<file path="config.mk">
export PLATFORM = sky130hd
export DESIGN_NAME = multicycle_control_fsm
export DESIGN_NICKNAME = d
export VERILOG_FILES = /design/src/rtl/multicycle_control_fsm.sv
export SDC_FILE = /design/constraint.sdc
export NUM_CORES = 1
export LEC_CHECK = 0
export BUFFER_PORTS_ARGS = -buffer_cell sky130_fd_sc_hd__buf_2
export CAP_MARGIN = 10
export CORE_MARGIN = 2
export CORE_UTILIZATION = 44
export CTS_CLUSTER_SIZE = 8
export DETAILED_ROUTE_END_ITERATION = 10
export PLACE_DENSITY_LB_ADDON = 0.08
export SETUP_SLACK_MARGIN = 0.5
export SLEW_MARGIN = 20
export SYNTH_ARGS = -nofsm -noshare
export SYNTH_HDL_FRONTEND = slang
export SYNTH_SLANG_ARGS = --single-unit
</file>
<file path="constraint.sdc">
create_clock -name clk -period 4.9 [get_ports clk]
set_input_delay 0.49 -clock clk [delete_from_list [all_inputs] [get_ports clk]]
set_output_delay 0.49 -clock clk [all_outputs]
set_load 0.1 [all_outputs]
</file>
<file path="src/rtl/multicycle_control_fsm.sv">
// Multi-cycle main control unit for the 18-bit CPU: FETCH/DECODE/EXECUTE/MEM/WRITEBACK/HALT sequencer.
// Optional build macro ILLEGAL_TRAP_EN: undefined opcodes trap to HALT and set the sticky illegal flag.
module multicycle_control_fsm #(
  parameter int unsigned CNT_W = 16,
  parameter int unsigned WIDTH = 18
) (
  input  logic             clk,
  input  logic             rst,
  input  logic [WIDTH-1:0] instr,
  input  logic             zero,
  input  logic             mem_ready,
  output logic [2:0]       alu_ctrl,
  output logic             alu_src_b,
  output logic             pc_we,
  output logic [1:0]       pc_src,
  output logic             ir_we,
  output logic             iord,
  output logic             mem_re,
  output logic             mem_we,
  output logic             reg_we,
  output logic             wb_sel,
  output logic             halted,
  output logic             illegal,
  output logic [CNT_W-1:0] retired_count,
  output logic [2:0]       state_dbg
);

  localparam int unsigned OP_W = 4;

  localparam logic [OP_W-1:0] OP_ADDI = 4'h6;
  localparam logic [OP_W-1:0] OP_LW   = 4'h7;
  localparam logic [OP_W-1:0] OP_SW   = 4'h8;
  localparam logic [OP_W-1:0] OP_BEQ  = 4'h9;
  localparam logic [OP_W-1:0] OP_JMP  = 4'hA;
  localparam logic [OP_W-1:0] OP_HALT = 4'hF;

  localparam logic [2:0] ALU_ADD = 3'b000;
  localparam logic [2:0] ALU_SUB = 3'b001;

  localparam logic [1:0] PC_INC    = 2'b00;
  localparam logic [1:0] PC_BRANCH = 2'b01;
  localparam logic [1:0] PC_JUMP   = 2'b10;

  typedef enum logic [2:0] {
    S_FETCH     = 3'd0,
    S_DECODE    = 3'd1,
    S_EXECUTE   = 3'd2,
    S_MEM       = 3'd3,
    S_WRITEBACK = 3'd4,
    S_HALT      = 3'd5
  } state_t;

  state_t          state, state_nxt;
  logic            retire_c;
  logic            trap_c;
  logic [OP_W-1:0] op;
  logic            unused_fields;

  // Only the opcode field steers control; register/immediate fields go to the datapath.
  assign op            = instr[WIDTH-1 -: OP_W];
  assign unused_fields = ^instr[WIDTH-OP_W-1:0];
  assign state_dbg     = state;

  always_ff @(posedge clk) begin
    if (rst) begin
      state         <= S_FETCH;
      retired_count <= '0;
      illegal       <= 1'b0;
    end else begin
      state <= state_nxt;
      if (retire_c) retired_count <= retired_count + CNT_W'(1);
      if (trap_c)   illegal       <= 1'b1;
    end
  end

  always_comb begin
    state_nxt = state;
    alu_ctrl  = ALU_ADD;
    alu_src_b = 1'b0;
    pc_we     = 1'b0;
    pc_src    = PC_INC;
    ir_we     = 1'b0;
    iord      = 1'b0;
    mem_re    = 1'b0;
    mem_we    = 1'b0;
    reg_we    = 1'b0;
    wb_sel    = 1'b0;
    halted    = 1'b0;
    retire_c  = 1'b0;
    trap_c    = 1'b0;

    case (state)
      S_FETCH: begin
        mem_re = 1'b1;
        if (mem_ready) begin
          ir_we     = 1'b1;
          pc_we     = 1'b1;
          state_nxt = S_DECODE;
        end
      end

      S_DECODE: begin
        case (op)
          OP_JMP: begin
            pc_we     = 1'b1;
            pc_src    = PC_JUMP;
            retire_c  = 1'b1;
            state_nxt = S_FETCH;
          end
          OP_HALT: begin
            retire_c  = 1'b1;
            state_nxt = S_HALT;
          end
          4'hB, 4'hC, 4'hD, 4'hE: begin
`ifdef ILLEGAL_TRAP_EN
            trap_c    = 1'b1;
            state_nxt = S_HALT;
`else
            retire_c  = 1'b1;
            state_nxt = S_FETCH;
`endif
          end
          default: state_nxt = S_EXECUTE;
        endcase
      end

      S_EXECUTE: begin
        case (op)
          4'h0, 4'h1, 4'h2, 4'h3, 4'h4, 4'h5: begin
            alu_ctrl  = op[2:0];
            state_nxt = S_WRITEBACK;
          end
          OP_ADDI: begin
            alu_src_b = 1'b1;
            state_nxt = S_WRITEBACK;
          end
          OP_LW, OP_SW: begin
            alu_src_b = 1'b1;
            state_nxt = S_MEM;
          end
          OP_BEQ: begin
            alu_ctrl = ALU_SUB;
            if (zero) begin
              pc_we  = 1'b1;
              pc_src = PC_BRANCH;
            end
            retire_c  = 1'b1;
            state_nxt = S_FETCH;
          end
          default: state_nxt = S_FETCH;
        endcase
      end

      // Request stays asserted until memory reports completion.
      S_MEM: begin
        iord = 1'b1;
        if (op == OP_LW) begin
          mem_re = 1'b1;
          if (mem_ready) state_nxt = S_WRITEBACK;
        end else if (op == OP_SW) begin
          mem_we = 1'b1;
          if (mem_ready) begin
            retire_c  = 1'b1;
            state_nxt = S_FETCH;
          end
        end else begin
          state_nxt = S_FETCH;
        end
      end

      S_WRITEBACK: begin
        reg_we    = 1'b1;
        wb_sel    = (op == OP_LW);
        retire_c  = 1'b1;
        state_nxt = S_FETCH;
      end

      S_HALT: halted = 1'b1;

      default: state_nxt = S_FETCH;
    endcase

    // Reset overrides every state, including memory waits and HALT.
    if (rst) begin
      state_nxt = S_FETCH;
      alu_ctrl  = ALU_ADD;
      alu_src_b = 1'b0;
      pc_we     = 1'b0;
      pc_src    = PC_INC;
      ir_we     = 1'b0;
      iord      = 1'b0;
      mem_re    = 1'b0;
      mem_we    = 1'b0;
      reg_we    = 1'b0;
      wb_sel    = 1'b0;
      halted    = 1'b0;
      retire_c  = 1'b0;
      trap_c    = 1'b0;
    end
  end

endmodule
</file>
### After elaboration in Yosys (flattened, before gate mapping)

Index checks and enable logic that the tools add are counted.

* bits in registers: 19
* bits in latches: 0
* bits in writable memories: 0
* ROM bits: 0
* input bits: 22
* word-level logic and storage cells: 84
* memories: 0

* $add $sub $neg: 1
* multipliers: 0
* divide/modulo/power cells: 0
* magnitude comparators: 0
* equal/unequal tests: 23
* shift operators: 0
* multiplexer cells: 48
* bitwise operators: 1
* reduce and logical (&&, ||, !) cells: 9

Operators by type and width (number)
* == test 4 bit, second input constant: 8
* two-way mux 1 bit: 31
* two-way mux 3 bit: 7
* case mux 3 bit (2 select lines): 3
* adder 16 x 1 -> 16 bit, second input constant: 1
* == test 4 x 3 -> 1 bit, second input constant: 4
* case mux 3 bit (5 select lines): 1
* OR reduction 6 bit: 2
* == test 4 x 2 -> 1 bit, second input constant: 2
* OR reduction 7 bit: 1
* == test 3 x 2 -> 1 bit, second input constant: 2
* == test 3 bit, second input constant: 2
* inequality test 3 bit, second input constant: 2
* OR reduction 5 bit: 1
* == test 4 x 1 -> 1 bit, second input constant: 1
* logical NOT 4 bit: 1
* two-way mux 2 bit: 2
* case mux 1 bit (4 select lines): 1
* case mux 2 bit (2 select lines): 1
* AND reduction 4 bit: 1
* == test 3 x 1 -> 1 bit, second input constant: 1
* logical NOT 3 bit: 1
* case mux 1 bit (3 select lines): 1
* OR reduction 3 bit: 1
* 4 further kinds: 4

### Depth between registers and ports, before layout

* word-level depth: 5
* depth in mapped cells: 7
* depth with buffers taken out: 5

### Worst setup path after synthesis

No wires, ideal clock.

* path kind: register to output
* from: reg state[1], in the netlist state_dbg[1]
* to: out alu_ctrl[2]
* data arrival time: 4.669 ns
* required time: 4.410 ns
* setup slack: -0.259 ns
* stages on the path, launching flop included: 4
* cells stage by stage: dfxtp_1 > clkbuf_1 > nand3_1 > nor4b_1

* cells in the longest elaborated chain, start to end: 3

Ends and longest elaborated chain
* from (decl): line 53 `state_t state, state_nxt;`
* from (signal assigned): line 70 `state <= state_nxt;`
* == test 3 x 2 -> 1 bit: line 92 `case (state)`
* two-way mux 3 bit: line 92
* two-way mux 3 bit: line 184 `if (rst) begin`
* to (decl): line 12 `output logic [2:0] alu_ctrl,`

No other way between the ends.

### Worst setup path after layout

* from: reg state[1], in the netlist state_dbg[1]
* to: out pc_we

* cells in the longest elaborated chain, start to end: 3

Ends and longest elaborated chain
* == test 3 x 2 -> 1 bit (tied with other cells): line 92
* case mux 1 bit (3 select lines) *: line 92
* two-way mux 1 bit *: line 184
* to (decl): line 14 `output logic pc_we,`

Every way passes the cells marked *; elsewhere a longest branch is shown, timed or not.

==> run summary <==
status: finished, final reports clean
cell area after synthesis: 1200 um2
vias in the first global route: 1021
headroom to the max-slew limit: 61.7%
power density over cell area: 223 nW/um2
CTS tree: done
combined area of the multi-input logic cells: 783 um2
Port Buf Inserts: 40
CORE AREA: 2520 um2
GP Congestion: 0.904
P&R area growth vs syn: 19.7%
clock buffer depth: 2
Final Worst Setup Slack: 2.21 ns
FF+latch area: 380 um2
Cells after DPL: 209
Syn. warnings: 0
Max Freq: 371 MHz
CP max stage cell: dfxtp_1
cells after synthesis: 149
switching power of the nets: 115 uW
hold crit path type: reg -> reg
Pre-Repair DR Iteration Count: 7
Yosys top cell area share: 31.8%
Die X: 56.1 um
CTS resizes: 0
Place WS: 2.41 ns
design area: 1430 um2
Final Hold Fails: 0
syn nets: 172
top post-synthesis cells by area: dfxtp_1, nor2_1, xor2_1
minimum clock period: 2.69 ns
hpwl dp: 2.20 mm
total of fill cells in the finished design: 249
internal power: 204 uW
CP Max Fanout: 13
DRC Markers: 0
antenna cells: 0
Post-synth ARST share: 0%
final slew viol count: 0
DRT Wirelength: 3.00 mm
die area: 3150 um2
post-synth top area cell: dfxtp_1
met2 wire len: 1.41 mm
RSZ-0062 raised after global routing: false
Clk Tree Root Cell: clkbuf_4
combinational fraction of design power: 24.0%
highest metal layer with signal wires: met4
CP cell instances: nand2b_4 > nor3_1 > nand3_1 > a21o_1 > a21boi_0 > buf_2
Syn Area/Cell: 8.03 um2
Switching Fraction: 36.1%
Synth Register Bits: 19
fin crit share: 55.0%
Worst Max-Slew Pin Slew: 0.574 ns
DR vias: 1236
grt ovf: 0
M1 wire length: 1.36 mm
CTS H-tree lvls: 1
initial antenna violation count: 0
Final Instance Count excl. Fillers: 213
Worst setup SP type: flop
crit-path max cell delay: 0.65 ns
Overall Power: 319 uW
Clock power frac: 25.3%
synth unique cells: 40
Vias per Instance: 5.80
sequential share of the synthesized area: 31.8%
Worst EP required: 4.41 ns
Num CTS Buffers: 3
Setup Buffers After CTS: 0
GRT Overall Usage: 19.0%
first-pass GRT wire length: 4.86 mm
layout cell share with drive strength beyond 1: 29.0%
largest net degree at the start of global routing: 26
critical path type: reg -> out
Util after Layout: 56.7%
final net count: 207
Peak VDD IR: 0.144 mV
Hold-fix buffers, CTS: 0
Initial Util: 47.4%
hold slack: 0.481 ns
Sequential Power Share: 50.7%
Row Count: 18
Boundary Pins: 56
commonest cells in the netlist: nor2_1, dfxtp_1, a21oi_1
CP endpoint kind: output pin
# clock sinks: 19
critical path arrival: 2.20 ns
CTS clk-pin slew, worst paths: 0.11 ns
worst skew pair latency: 0.30 ns
max cap viols: 0
static leakage: 0.638 nW
dpl cell area: 1410 um2
ANT nets after route: 0
initial DRC count: 29
Primary FF master, synth: dfxtp_1
Final setup viols: 0
clk_skew: 0.00605 ns
EDFF count, synth: 0
wire per inst: 14.1 um
top-count cell post-synth: nor2_1
TNS Setup: 0 ns
Die Span Y: 56.1 um
metal3 WL: 215 um
-- flip-flops by register name, indices dropped and copies added, names as in the netlist --
signal         flops
state_dbg          3
retired_count     16
-- final timing paths --
path                startpoint                 to  slack (ns)  cells past startpoint
min          retired_count[15]  retired_count[15]        0.48                      2
min reg2reg  retired_count[15]  retired_count[15]        0.48                      2
max               state_dbg[1]              pc_we        2.21                      6
max reg2reg       state_dbg[0]  retired_count[14]        2.50                      5
-- cell families after synthesis --
family	count (synthesis)	share of synthesized area, %
compound gates	32	19.4
xor+xnor	8	5.86
fa+ha+maj	1	1.05
buf+inv	11	4.71
flops	19	31.8
mux	3	2.51
other cells	1	0.314
simple gates	74	34.4
-- cell usage in the layout (no fill, tap or decap), drive strengths merged --
cell	n
a2111oi	1
a21boi	1
a21o	1
a21oi	9
a32oi	1
a41oi	1
and2	2
and3	7
buf	40
clkbuf	4
conb	1
dfxtp	19
ha	1
inv	1
mux2i	3
nand2	6
nand2b	6
nand3	6
nand3b	1
nand4	2
nor2	23
nor3	7
nor4	1
nor4b	2
o2111ai	3
o211ai	2
o21a	1
o21ai	7
o22ai	1
o31ai	4
or2	1
or2b	1
or3	4
or3b	1
or4	4
xor2	8
-- layer usage --
layer  GRT usage [%]  up-vias
li1                -      609
met1            25.5      579
met2            31.3       43
met3            4.65        5
met4            3.06        0
met5               0        -
-- critical path: cells and delay by family (launching register included) --
family / cells / cell delay, ns
AOI/OAI and AO/OA: 2 / 0.34
buffers and inverters: 1 / 0.45
DFF: 1 / 0.65
and+or+nand+nor: 3 / 0.46
-- power groups by stage --
stage	Combinational, mW	Clock (mW)	Sequential, mW
after floorplan	0.0531	0	0.177
after global placement	0.0748	0	0.165
after detailed placement	0.0763	0	0.165
after CTS	0.0764	0.0807	0.162
after global routing	0.0807	0.0869	0.163
final	0.0766	0.0809	0.162
-- area by class of cell --
class | count | area share (%)
timing repair buffer | 40 | 14.0
inverter | 1 | 0.262
sequential | 19 | 26.6
tap | 30 | 2.62
clock buffer | 4 | 1.84
multi-input combinational | 119 | 54.7
(Power assumes the default switching activity.)
